File: config.mk
export PLATFORM = sky130hd
export DESIGN_NAME = bram_master
export DESIGN_NICKNAME = d
export VERILOG_FILES = /design/src/rtl/bram_master.sv
export SDC_FILE = /design/constraint.sdc
export NUM_CORES = 1
export LEC_CHECK = 0
export CORE_ASPECT_RATIO = 1.75
export CORE_UTILIZATION = 35
export CTS_BUF_LIST = sky130_fd_sc_hd__clkbuf_16
export DETAILED_ROUTE_END_ITERATION = 12
export DONT_BUFFER_PORTS = 1
export GPL_TIMING_DRIVEN = 0
export RECOVER_POWER = 25
export SYNTH_ARGS = -nofsm -noshare
export SYNTH_HDL_FRONTEND = slang
export SYNTH_SLANG_ARGS = --single-unit
File: constraint.sdc
create_clock -name clock -period 2.7 [get_ports clock]
set_input_delay 0.135 -clock clock [delete_from_list [all_inputs] [get_ports clock]]
set_output_delay 0.135 -clock clock [all_outputs]
set_load 0.03 [all_outputs]
File: src/rtl/bram_master.sv
// bram_master: initiator for a single-port block RAM with a 1-cycle registered read.
// Takes single-beat writes and incrementing read bursts over a valid/ready request
// channel, and returns one beat at a time on a back-pressurable response channel.
// At most one RAM access is in flight. The RAM is only enabled while the state is ISSUE.
module bram_master #(
  parameter int RAM_WIDTH     = 32,
  parameter int RAM_ADDR_BITS = 9,
  parameter int LEN_BITS      = 4
) (
  input  logic                     clock,
  input  logic                     reset_n,
  input  logic                     req_valid,
  output logic                     req_ready,
  input  logic                     req_write,
  input  logic [RAM_ADDR_BITS-1:0] req_addr,
  input  logic [LEN_BITS-1:0]      req_len,
  input  logic [RAM_WIDTH-1:0]     req_wdata,
  output logic                     rsp_valid,
  input  logic                     rsp_ready,
  output logic [RAM_WIDTH-1:0]     rsp_data,
  output logic                     rsp_last,
  output logic                     busy,
  output logic                     ram_enable,
  output logic                     ram_write_enable,
  output logic [RAM_ADDR_BITS-1:0] ram_address,
  output logic [RAM_WIDTH-1:0]     ram_wdata,
  input  logic [RAM_WIDTH-1:0]     ram_rdata
);

  localparam logic [1:0] IDLE    = 2'd0;
  localparam logic [1:0] ISSUE   = 2'd1;
  localparam logic [1:0] CAPTURE = 2'd2;
  localparam logic [1:0] RESP    = 2'd3;

  localparam logic [RAM_ADDR_BITS-1:0] ADDR_ZERO = {RAM_ADDR_BITS{1'b0}};
  localparam logic [RAM_ADDR_BITS-1:0] ADDR_ONE  = {{(RAM_ADDR_BITS-1){1'b0}}, 1'b1};
  localparam logic [LEN_BITS-1:0]      LEN_ZERO  = {LEN_BITS{1'b0}};
  localparam logic [LEN_BITS-1:0]      LEN_ONE   = {{(LEN_BITS-1){1'b0}}, 1'b1};
  localparam logic [RAM_WIDTH-1:0]     DATA_ZERO = {RAM_WIDTH{1'b0}};

  logic [1:0]               state_r;
  logic                     write_r;
  logic [RAM_ADDR_BITS-1:0] cur_addr_r;
  logic [LEN_BITS-1:0]      beats_left_r;
  logic [RAM_WIDTH-1:0]     wdata_r;

  // Incrementing burst address; wraps silently at the top of the RAM.
  function automatic logic [RAM_ADDR_BITS-1:0] next_addr(input logic [RAM_ADDR_BITS-1:0] a);
    return a + ADDR_ONE;
  endfunction

  // Transaction FSM; every output is registered and updated with the state.
  always_ff @(posedge clock or negedge reset_n) begin
    if (!reset_n) begin
      state_r          <= IDLE;
      write_r          <= 1'b0;
      cur_addr_r       <= ADDR_ZERO;
      beats_left_r     <= LEN_ZERO;
      wdata_r          <= DATA_ZERO;
      req_ready        <= 1'b1;
      busy             <= 1'b0;
      rsp_valid        <= 1'b0;
      rsp_data         <= DATA_ZERO;
      rsp_last         <= 1'b0;
      ram_enable       <= 1'b0;
      ram_write_enable <= 1'b0;
      ram_address      <= ADDR_ZERO;
      ram_wdata        <= DATA_ZERO;
    end else begin
      case (state_r)
        IDLE: begin
          if (req_valid && req_ready) begin
            write_r          <= req_write;
            cur_addr_r       <= req_addr;
            beats_left_r     <= req_write ? LEN_ZERO : req_len;
            wdata_r          <= req_wdata;
            req_ready        <= 1'b0;
            busy             <= 1'b1;
            state_r          <= ISSUE;
            // The RAM pins take their ISSUE values on the same edge as the state.
            ram_enable       <= 1'b1;
            ram_write_enable <= req_write;
            ram_address      <= req_addr;
            ram_wdata        <= req_wdata;
          end else begin
            req_ready <= 1'b1;
            busy      <= 1'b0;
          end
        end
        ISSUE: begin
          ram_enable       <= 1'b0;
          ram_write_enable <= 1'b0;
          ram_address      <= ADDR_ZERO;
          ram_wdata        <= DATA_ZERO;
          if (write_r) begin
            rsp_valid <= 1'b1;
            rsp_data  <= DATA_ZERO;
            rsp_last  <= 1'b1;
            state_r   <= RESP;
          end else begin
            state_r   <= CAPTURE;
          end
        end
        CAPTURE: begin
          rsp_valid <= 1'b1;
          rsp_data  <= ram_rdata;
          rsp_last  <= (beats_left_r == LEN_ZERO);
          state_r   <= RESP;
        end
        RESP: begin
          if (rsp_valid && rsp_ready) begin
            rsp_valid <= 1'b0;
            if (rsp_last) begin
              state_r   <= IDLE;
              busy      <= 1'b0;
              req_ready <= 1'b1;
            end else begin
              cur_addr_r       <= next_addr(cur_addr_r);
              beats_left_r     <= beats_left_r - LEN_ONE;
              state_r          <= ISSUE;
              ram_enable       <= 1'b1;
              ram_write_enable <= write_r;
              ram_address      <= next_addr(cur_addr_r);
              ram_wdata        <= wdata_r;
            end
          end else begin
            rsp_valid <= rsp_valid;
          end
        end
        default: begin
          state_r          <= IDLE;
          req_ready        <= 1'b1;
          busy             <= 1'b0;
          rsp_valid        <= 1'b0;
          ram_enable       <= 1'b0;
          ram_write_enable <= 1'b0;
          ram_address      <= ADDR_ZERO;
          ram_wdata        <= DATA_ZERO;
        end
      endcase
    end
  end

endmodule

==> results of run 1 <==
## cell usage after synthesis, types with 2 or more instances
master	number	area, um^2
a21oi_1	64	320
a22o_1	32	280
o21a_1	4	30.0
buf_2	7	35.0
o22ai_1	3	18.8
mux2i_1	3	30.0
inv_1	7	26.3
nand2_1	18	67.6
a2bb2oi_1	3	26.3
mux2_2	34	383
a31oi_1	6	37.5
nand3_1	8	40.0
nor2_1	49	184
clkbuf_1	25	93.8
dfrtp_1	126	3150
nand2b_1	9	56.3
o211ai_1	2	15.0
o21ai_0	13	65.1
a22oi_1	23	173
ha_1	7	87.6
or4b_1	2	20.0
xnor2_1	2	17.5
nand4_1	3	18.8
buf_1	3	11.3
nor2b_1	3	18.8
nand4b_1	2	17.5
nor3b_1	14	105
nor3_1	4	20.0
## metrics by stage
| step | total power (uW) | instance area (um^2) | util | hold WS, ns |
|---|---|---|---|---|
| floorplan | 7370 | 5520 | - | -0.161 |
| global placement | 8330 | 5750 | 0.374 | -0.156 |
| detailed placement | 8520 | 5750 | 0.374 | -0.156 |
| CTS | 10800 | 7090 | 0.461 | -0.599 |
| global route | 11500 | 7090 | 0.461 | -0.607 |
| finish | 10900 | 7090 | 0.461 | -0.585 |
## cells by family (layout without fill, tap and decap cells)
family | after synthesis | count (layout) | share of synthesized area
XOR/XNOR | 3 | 3 | 0.00476
buffers and inverters | 44 | 153 | 0.0335
flip-flops | 127 | 127 | 0.576
multiplexers | 37 | 37 | 0.0748
adder cells (fa/ha/maj) | 7 | 7 | 0.0159
AND/OR/NAND/NOR | 116 | 116 | 0.104
AO/OA/AOI/OAI | 159 | 159 | 0.191
## critical path, delay by kind of cell (launching register included)
family	cells	cell delay, ns
adders and majority gates	1	0.28
DFF	1	0.41
buffers and inverters	3	0.74
AOI/OAI and AO/OA	3	0.93
## repair_timing
item                       CTS  global route
setup endpoints to repair    0            20
hold endpoints to repair   233           127
resized for setup            0             2
## power groups by stage
stage | Sequential, uW | Clock, uW | Combinational (uW)
floorplan | 4490 | 0 | 2880
global placement | 4680 | 0 | 3650
detailed placement | 4720 | 0 | 3810
CTS | 4700 | 2230 | 3920
global route | 4820 | 2310 | 4380
finish | 4710 | 2190 | 3950
## cell type report
cell class / count / area, um^2 / area share
Buffer: 37 / 159 / 0.0224
Clock buffer: 17 / 425 / 0.0600
Clock inverter: 15 / 138 / 0.0194
Inverter: 7 / 26.3 / 0.00370
Multi-Input combinational cell: 322 / 2160 / 0.305
Sequential cell: 127 / 3180 / 0.448
Tap cell: 186 / 233 / 0.0328
Timing Repair Buffer: 77 / 771 / 0.109
## worst min-delay path by stage
stage	startpoint	end	slack [ns]	cells past startpoint
after floorplan	reset_n	beats_left_r[0]$_DFFE_PN0P_	-0.16	0
after global placement	reset_n	wdata_r[22]$_DFFE_PN0P_	-0.16	0
after detailed placement	reset_n	ram_wdata[21]$_DFFE_PN0P_	-0.16	0
after CTS	reset_n	ram_wdata[21]$_DFFE_PN0P_	-0.60	0
after global routing	reset_n	ram_wdata[21]$_DFFE_PN0P_	-0.61	0
final	reset_n	ram_wdata[21]$_DFFE_PN0P_	-0.59	0
## layout by cell type, fill, tap and decap left out, types with 3 or more instances in the layout
cell type	n
dfrtp_1	126
dlygate4sd3_1	77
a21oi_1	64
nor2_1	48
mux2_2	34
a22o_1	32
clkbuf_1	25
a22oi_1	23
nand2_1	18
clkbuf_16	17
nor3b_1	14
o21ai_0	13
nand2b_1	9
inv_1	8
nand3_1	8
buf_2	7
ha_1	7
a31oi_1	6
inv_6	5
o21a_1	4
nor3_1	4
clkinvlp_4	4
buf_1	3
nand4_1	3
o22ai_1	3
a2bb2oi_1	3
nor2b_1	3
## routing by layer
| layer | routed length [um] | track usage | vias to the layer above |
|---|---|---|---|
| li1 | - | - | 1976 |
| met1 | 6130 | 0.220 | 2238 |
| met2 | 8870 | 0.367 | 179 |
| met3 | 862 | 0.0519 | 26 |
| met4 | 356 | 0.0889 | 0 |
| met5 | 0 | 0 | - |
## registers in the layout (all words and copies together), names as in the netlist
| register | flops |
|---|---|
| ram_wdata | 32 |
| rsp_data | 32 |
| wdata_r | 32 |
| cur_addr_r | 9 |
| ram_address | 9 |
| beats_left_r | 4 |
| state_r | 2 |
| busy | 1 |
| ram_enable | 1 |
| ram_write_enable | 1 |
| req_ready | 1 |
| rsp_last | 1 |
| rsp_valid | 1 |
| write_r | 1 |
==> impl_results.md, run 1 <==
* Pleak at between 0.002 and 0.003 uW
* Htree depth at 4
* Startpoint types: register
* Worst setup path start: state_r[0]$_DFFE_PN0P_
* First-pass GRT wire length at ~26 mm
* Total core area at about 15000 um^2
* Minimum clock period at between 2 and 3 ns
* Grt total ovfl at 0
* Synth Warn # at 0
* Die ar. at between 15000 and 20000 um^2
* Switching power at roughly 5100 uW
* Sw frac at 0.467
* Worst path slowest cell: a2111oi_2
* Gate Count Post-Synth at around 500
* Total GRT Usage at 0.202
* Failing checks: hold timing
* Layout cells sized above 1 at 0.136
* Gpl congestion at between 0.8 and 0.9
* Clock Latency Late Sink at ~0.4 ns
* Flop pwr share at 0.434
* Worst-path maximum fanout at 10
* Fin Setup TNS at 0 ns
* Synthesis-to-layout area growth at 28.5%
* Worst reg2reg startpoint: state_r[0]$_DFFE_PN0P_
* Vias in the first global route at 4783
* Iter 0 DRT Violations at roughly 250
* Initial antenna violation count at 0
* Placed cell count at about 680
* Worst EP arrival at ~2.8 ns
* Hold Vio Cnt, Final at ~130
* Relative slew slack at 0.518
* Chip height at around 170 um
* Setup crit end kind: register
* Post-synthesis sequential area ratio at 0.576
* Row count at 60
* Cts bufs inserted at 17
* Initial Utilization at 0.359
* EDFF count, synth at 0
* Power per cell area at approximately 1500 nW/um^2
* Primary FF master, synth: dfrtp_1
* Worst hold slack at -0.585 ns
* Syn_area_per_cell at around 11 um^2
* RSZ-0062 raised after global routing: false
* Setup Viol. Count Final at 0
* Slew Viols, Final at 0
* Fmax achieved at about 400 MHz
* Critical path endpoint: ram_wdata[25]$_DFFE_PN0P_
* CP cell instances: inv_1, ha_1, a21boi_1, a2111oi_2, buf_2, buf_2, a21oi_1
* Non-filler cells in the finished layout at about 790
* Worst min path class: input port to asynchronous set/reset pin
* Post-CTS setup buffer count at 0
* Combinational power share at 0.364
* Crit-path max cell delay at ~0.60 ns
* Largest net degree at the start of global routing at roughly 130
* Yosys reg bits at between 100 and 150
* Number of I/O pins at 161
* Routed Wire Length at approximately 16 mm
* Post-route setup slack at 0.189 ns
* Hold buffers post-CTS at 77
* Peak VDD IR at roughly 730 uV
* I/O Buffers at 0
* Post-route clock period utilization at 0.930
* DR vias at between 4000 and 5000
* Worst Reg-to-Reg Cells at 7
* CTS max path bufs at 2
* Async SR Flop Fraction at 1.00
* Post-DR vias/cell at between 5 and 6
* Die Wd at a little under 100 um
* Max Cap Viol at 0
* Worst reg2reg setup slack at around 0.19 ns
* Outcome: finished with violations
* Reg2reg end: ram_wdata[25]$_DFFE_PN0P_
* Clock Pin Slew Worst Setup and Hold Paths at roughly 0.06 ns
* CTS tree: done
* Routed wire per std cell at 20.6 um
* Setup Skew at between 0.01 and 0.015 ns
* Clock root cell: clkbuf_16
* Syn nets at 582
* Worst EP required at between 2 and 3 ns
* Antenna cells at 0
* Final routed DRC violation total at 0
* Antenna viol nets, final at 0
* Internal power at about 5800 uW
* Clock sinks at 127
* Worst Max-Slew Pin Slew at 0.722 ns
* Crit-path most repeated cell: buf_2
* Pre-CTS setup slack at approximately 0.037 ns
* Crit Path Class: register to register
* Final #Nets at around 680
* Dpl hpwl at around 11 mm
* Synthesized cell area at ~5500 um^2
* Netlist cell types at 45
* Layout filler cell count at around 1400
* Detailed Routing Iterations Pass 1 at 5
* Clock share of power at 0.202
No activity file was read; power rests on OpenSTA's default activity.
==> run 2: changes to the inputs <==
Settings changed: CORE_ASPECT_RATIO 1.75 to unset, REMOVE_ABC_BUFFERS set to 1.
==> run 2 against run 1 <==
The run still ends with hold timing left. Cell count shrank 0.38%. Worst hold slack gained 0.0076 ns. Critical path depth shrank 2. Power shrank 0.26%. Utilization grew 0.68 points. Die area shrank 0.12%. Clock power grew 4%. Via count shrank 5.8%. Combinational power shrank 3%. Clock skew shrank 0.0054 ns. First-iteration DRC count shrank 9.3%. Largest power group unchanged. Highest routed layer unchanged.
==> impl_results.md, run 2 (synthesized netlist as in run 1, its figures left out) <==
* Combinational power share at 0.354
* Chip height at between 100 and 150 um
* Grt total ovfl at 0
* Relative slew slack at 0.249
* Cts bufs inserted at 17
* CTS tree: done
* Multi-input logic area at 2200 um^2
* Post-route clock period utilization at 0.876
* Layout filler cell count at 1357
* Worst-path maximum fanout at 38
* Worst hold slack at -0.578 ns
* Max Cap Viol at 0
* Clock root cell: clkbuf_16
* Biggest regs: ram_wdata (32), rsp_data (32), wdata_r (32)
* Hold buffers post-CTS at 76
* CTS max path bufs at 2
* Placed instance area at 5790 um^2
* Crit Path Class: register to register
* Minimum clock period at roughly 2.4 ns
* Die Wd at between 100 and 150 um
* Initial antenna violation count at 0
* Synthesis-to-layout area growth at 29.8%
* Hold Vio Cnt, Final at between 100 and 150
* Global route hottest layer: met2
* Die ar. at about 16000 um^2
* Reg2reg end: beats_left_r[0]$_DFFE_PN0P_
* Internal power at 6150 uW
* Crit-path max cell delay at about 0.57 ns
* Gpl congestion at between 0.8 and 0.9
* Startpoint types: register
* Clock Latency Late Sink at around 0.4 ns
* Worst min path class: input port to asynchronous set/reset pin
* Htree depth at 4
* DR vias at about 4200
* Setup Viol. Count Final at 0
* Switching power at 4670 uW
* Post-layout util at 0.468
* Outcome: finished with violations
* Iter 0 DRT Violations at approximately 220
* Most frequent cells in the layout: dfrtp_1 (126), dlygate4sd3_1 (76), a21oi_1 (64)
* Register Area at ~3200 um^2
* Vias in the first global route at 4380
* Met2 Usage GRT at 0.295
* Non-filler cells in the finished layout at 785
* Fmax achieved at 423 MHz
* Clock Pin Slew Worst Setup and Hold Paths at ~0.05 ns
* Antenna viol nets, final at 0
* Worst reg2reg startpoint: state_r[1]$_DFFE_PN0P_
* Sw frac at 0.432
* Worst Max-Slew Pin Slew at about 1.1 ns
* Peak VDD IR at roughly 960 uV
* Post-route cell area at slightly above 7000 um^2
* Placed cell count at about 680
* Worst EP required at approximately 3 ns
* Met1 GRT Util at 0.199
* Flop pwr share at 0.436
* Total core area at ~15000 um^2
* Layout cells sized above 1 at 0.138
* Initial Utilization at 0.361
* Pleak at roughly 0.0030 uW
* Number of I/O pins at approximately 160
* Antenna cells at 0
* Dpl hpwl at about 8.3 mm
* Final routed DRC violation total at 0
* Worst EP arrival at 2.68 ns
* Worst path slowest cell: or4b_1
* Commonest non-fill, non-tap cell in the layout: dfrtp_1
* Detailed Routing Iterations Pass 1 at 4
* Clock sinks at 127
* Slew Viols, Final at 0
* Worst reg2reg setup slack at 0.33 ns
* Total GRT Usage at 0.174
* Failing checks: hold timing
* Setup Skew at about 0.0055 ns
* First-pass GRT wire length at about 22 mm
* Power per cell area at ~1500 nW/um^2
* Worst Reg-to-Reg Cells at 5
* Largest net degree at the start of global routing at between 100 and 150
* RSZ-0062 raised after global routing: false
* Clock share of power at 0.211
* PnR Total Power at approximately 11000 uW
* Routed Wire Length at roughly 13 mm
* Post-DR vias/cell at roughly 5.3
* Fin Setup TNS at 0 ns
* M3 GR Usage at 0.0687
* CP cell instances: ha_4, nand2b_1, a211o_1, or4b_1, o211ai_1
* Routed wire per std cell at 16.8 um
* Setup crit end kind: register
* I/O Buffers at 0
* Final #Nets at around 650
* Row count at 45
==> run 2: cell types whose count changed in the layout (fill, tap and decap cells not counted), sizes merged <==
cell,before,now
clkbuf,42,17
clkinv,3,5
clkinvlp,4,0
dlygate4sd3,77,76
buf,12,11
bufinv,1,4
inv,14,12
==> run 2: final cells by class <==
| class | instances | share of cell area |
|---|---|---|
| flip-flops and latches | 127 | 0.444 |
| clock inverters | 14 | 0.0224 |
| inverters | 7 | 0.00367 |
| repair buffers | 87 | 0.126 |
| well taps | 211 | 0.0368 |
| clock buffers | 17 | 0.0594 |
| multi-input cells | 322 | 0.308 |
==> run 2: routing by layer <==
metal  wire, um  share of wire  vias to the layer above
met2       6560           0.50                      163
met5          0              0                        -
li1           -              -                     1924
met1       5350           0.40                     2056
met4        211          0.016                        0
met3       1100          0.083                       18
==> run 2: stage by stage <==
step / hold slack [ns] / setup WS (ns)
2_1_floorplan: -0.161 / -3.48
3_3_place_gp: -0.157 / -6.11
3_5_place_dp: -0.157 / -0.0253
4_1_cts: -0.598 / 0.0807
5_1_grt: -0.610 / 0.155
6_report: -0.578 / 0.335
==> run 2: critical path: cells and delay by family (launching register included) <==
family | cells | cell delay (ns)
AND/OR/NAND/NOR | 2 | 0.79
adder cells (fa/ha/maj) | 1 | 0.47
flip-flops | 1 | 0.45
AO/OA/AOI/OAI | 2 | 0.57
==> run 2: power by group through the flow <==
stage	sequential (uW)	clock (uW)	combinational, uW
2_1_floorplan	4490	0	2510
3_3_place_gp	4670	0	2870
3_5_place_dp	4730	0	3710
4_1_cts	4710	2330	3830
5_1_grt	4850	2430	4330
6_report	4720	2280	3830
==> run 2: how the worst max path moves through the flow <==
stage | from | endpoint | slack (ns)
after floorplan | state_r[0]$_DFFE_PN0P_ | ram_enable$_DFFE_PN0P_ | -3.48
after global placement | state_r[0]$_DFFE_PN0P_ | ram_enable$_DFFE_PN0P_ | -6.11
after detailed placement | state_r[1]$_DFFE_PN0P_ | ram_address[7]$_DFFE_PN0P_ | -0.03
after CTS | state_r[1]$_DFFE_PN0P_ | rsp_data[6]$_DFFE_PN0P_ | 0.08
after global routing | state_r[0]$_DFFE_PN0P_ | beats_left_r[0]$_DFFE_PN0P_ | 0.15
final | state_r[1]$_DFFE_PN0P_ | beats_left_r[0]$_DFFE_PN0P_ | 0.33
==> run 2: timing repair <==
item / in CTS / in global routing
pin swaps: 1 / 0
setup buffers: 2 / 0
setup endpoints to repair: 6 / 37
gates resized for setup: 0 / 2
endpoints found under the hold margin: 233 / 127
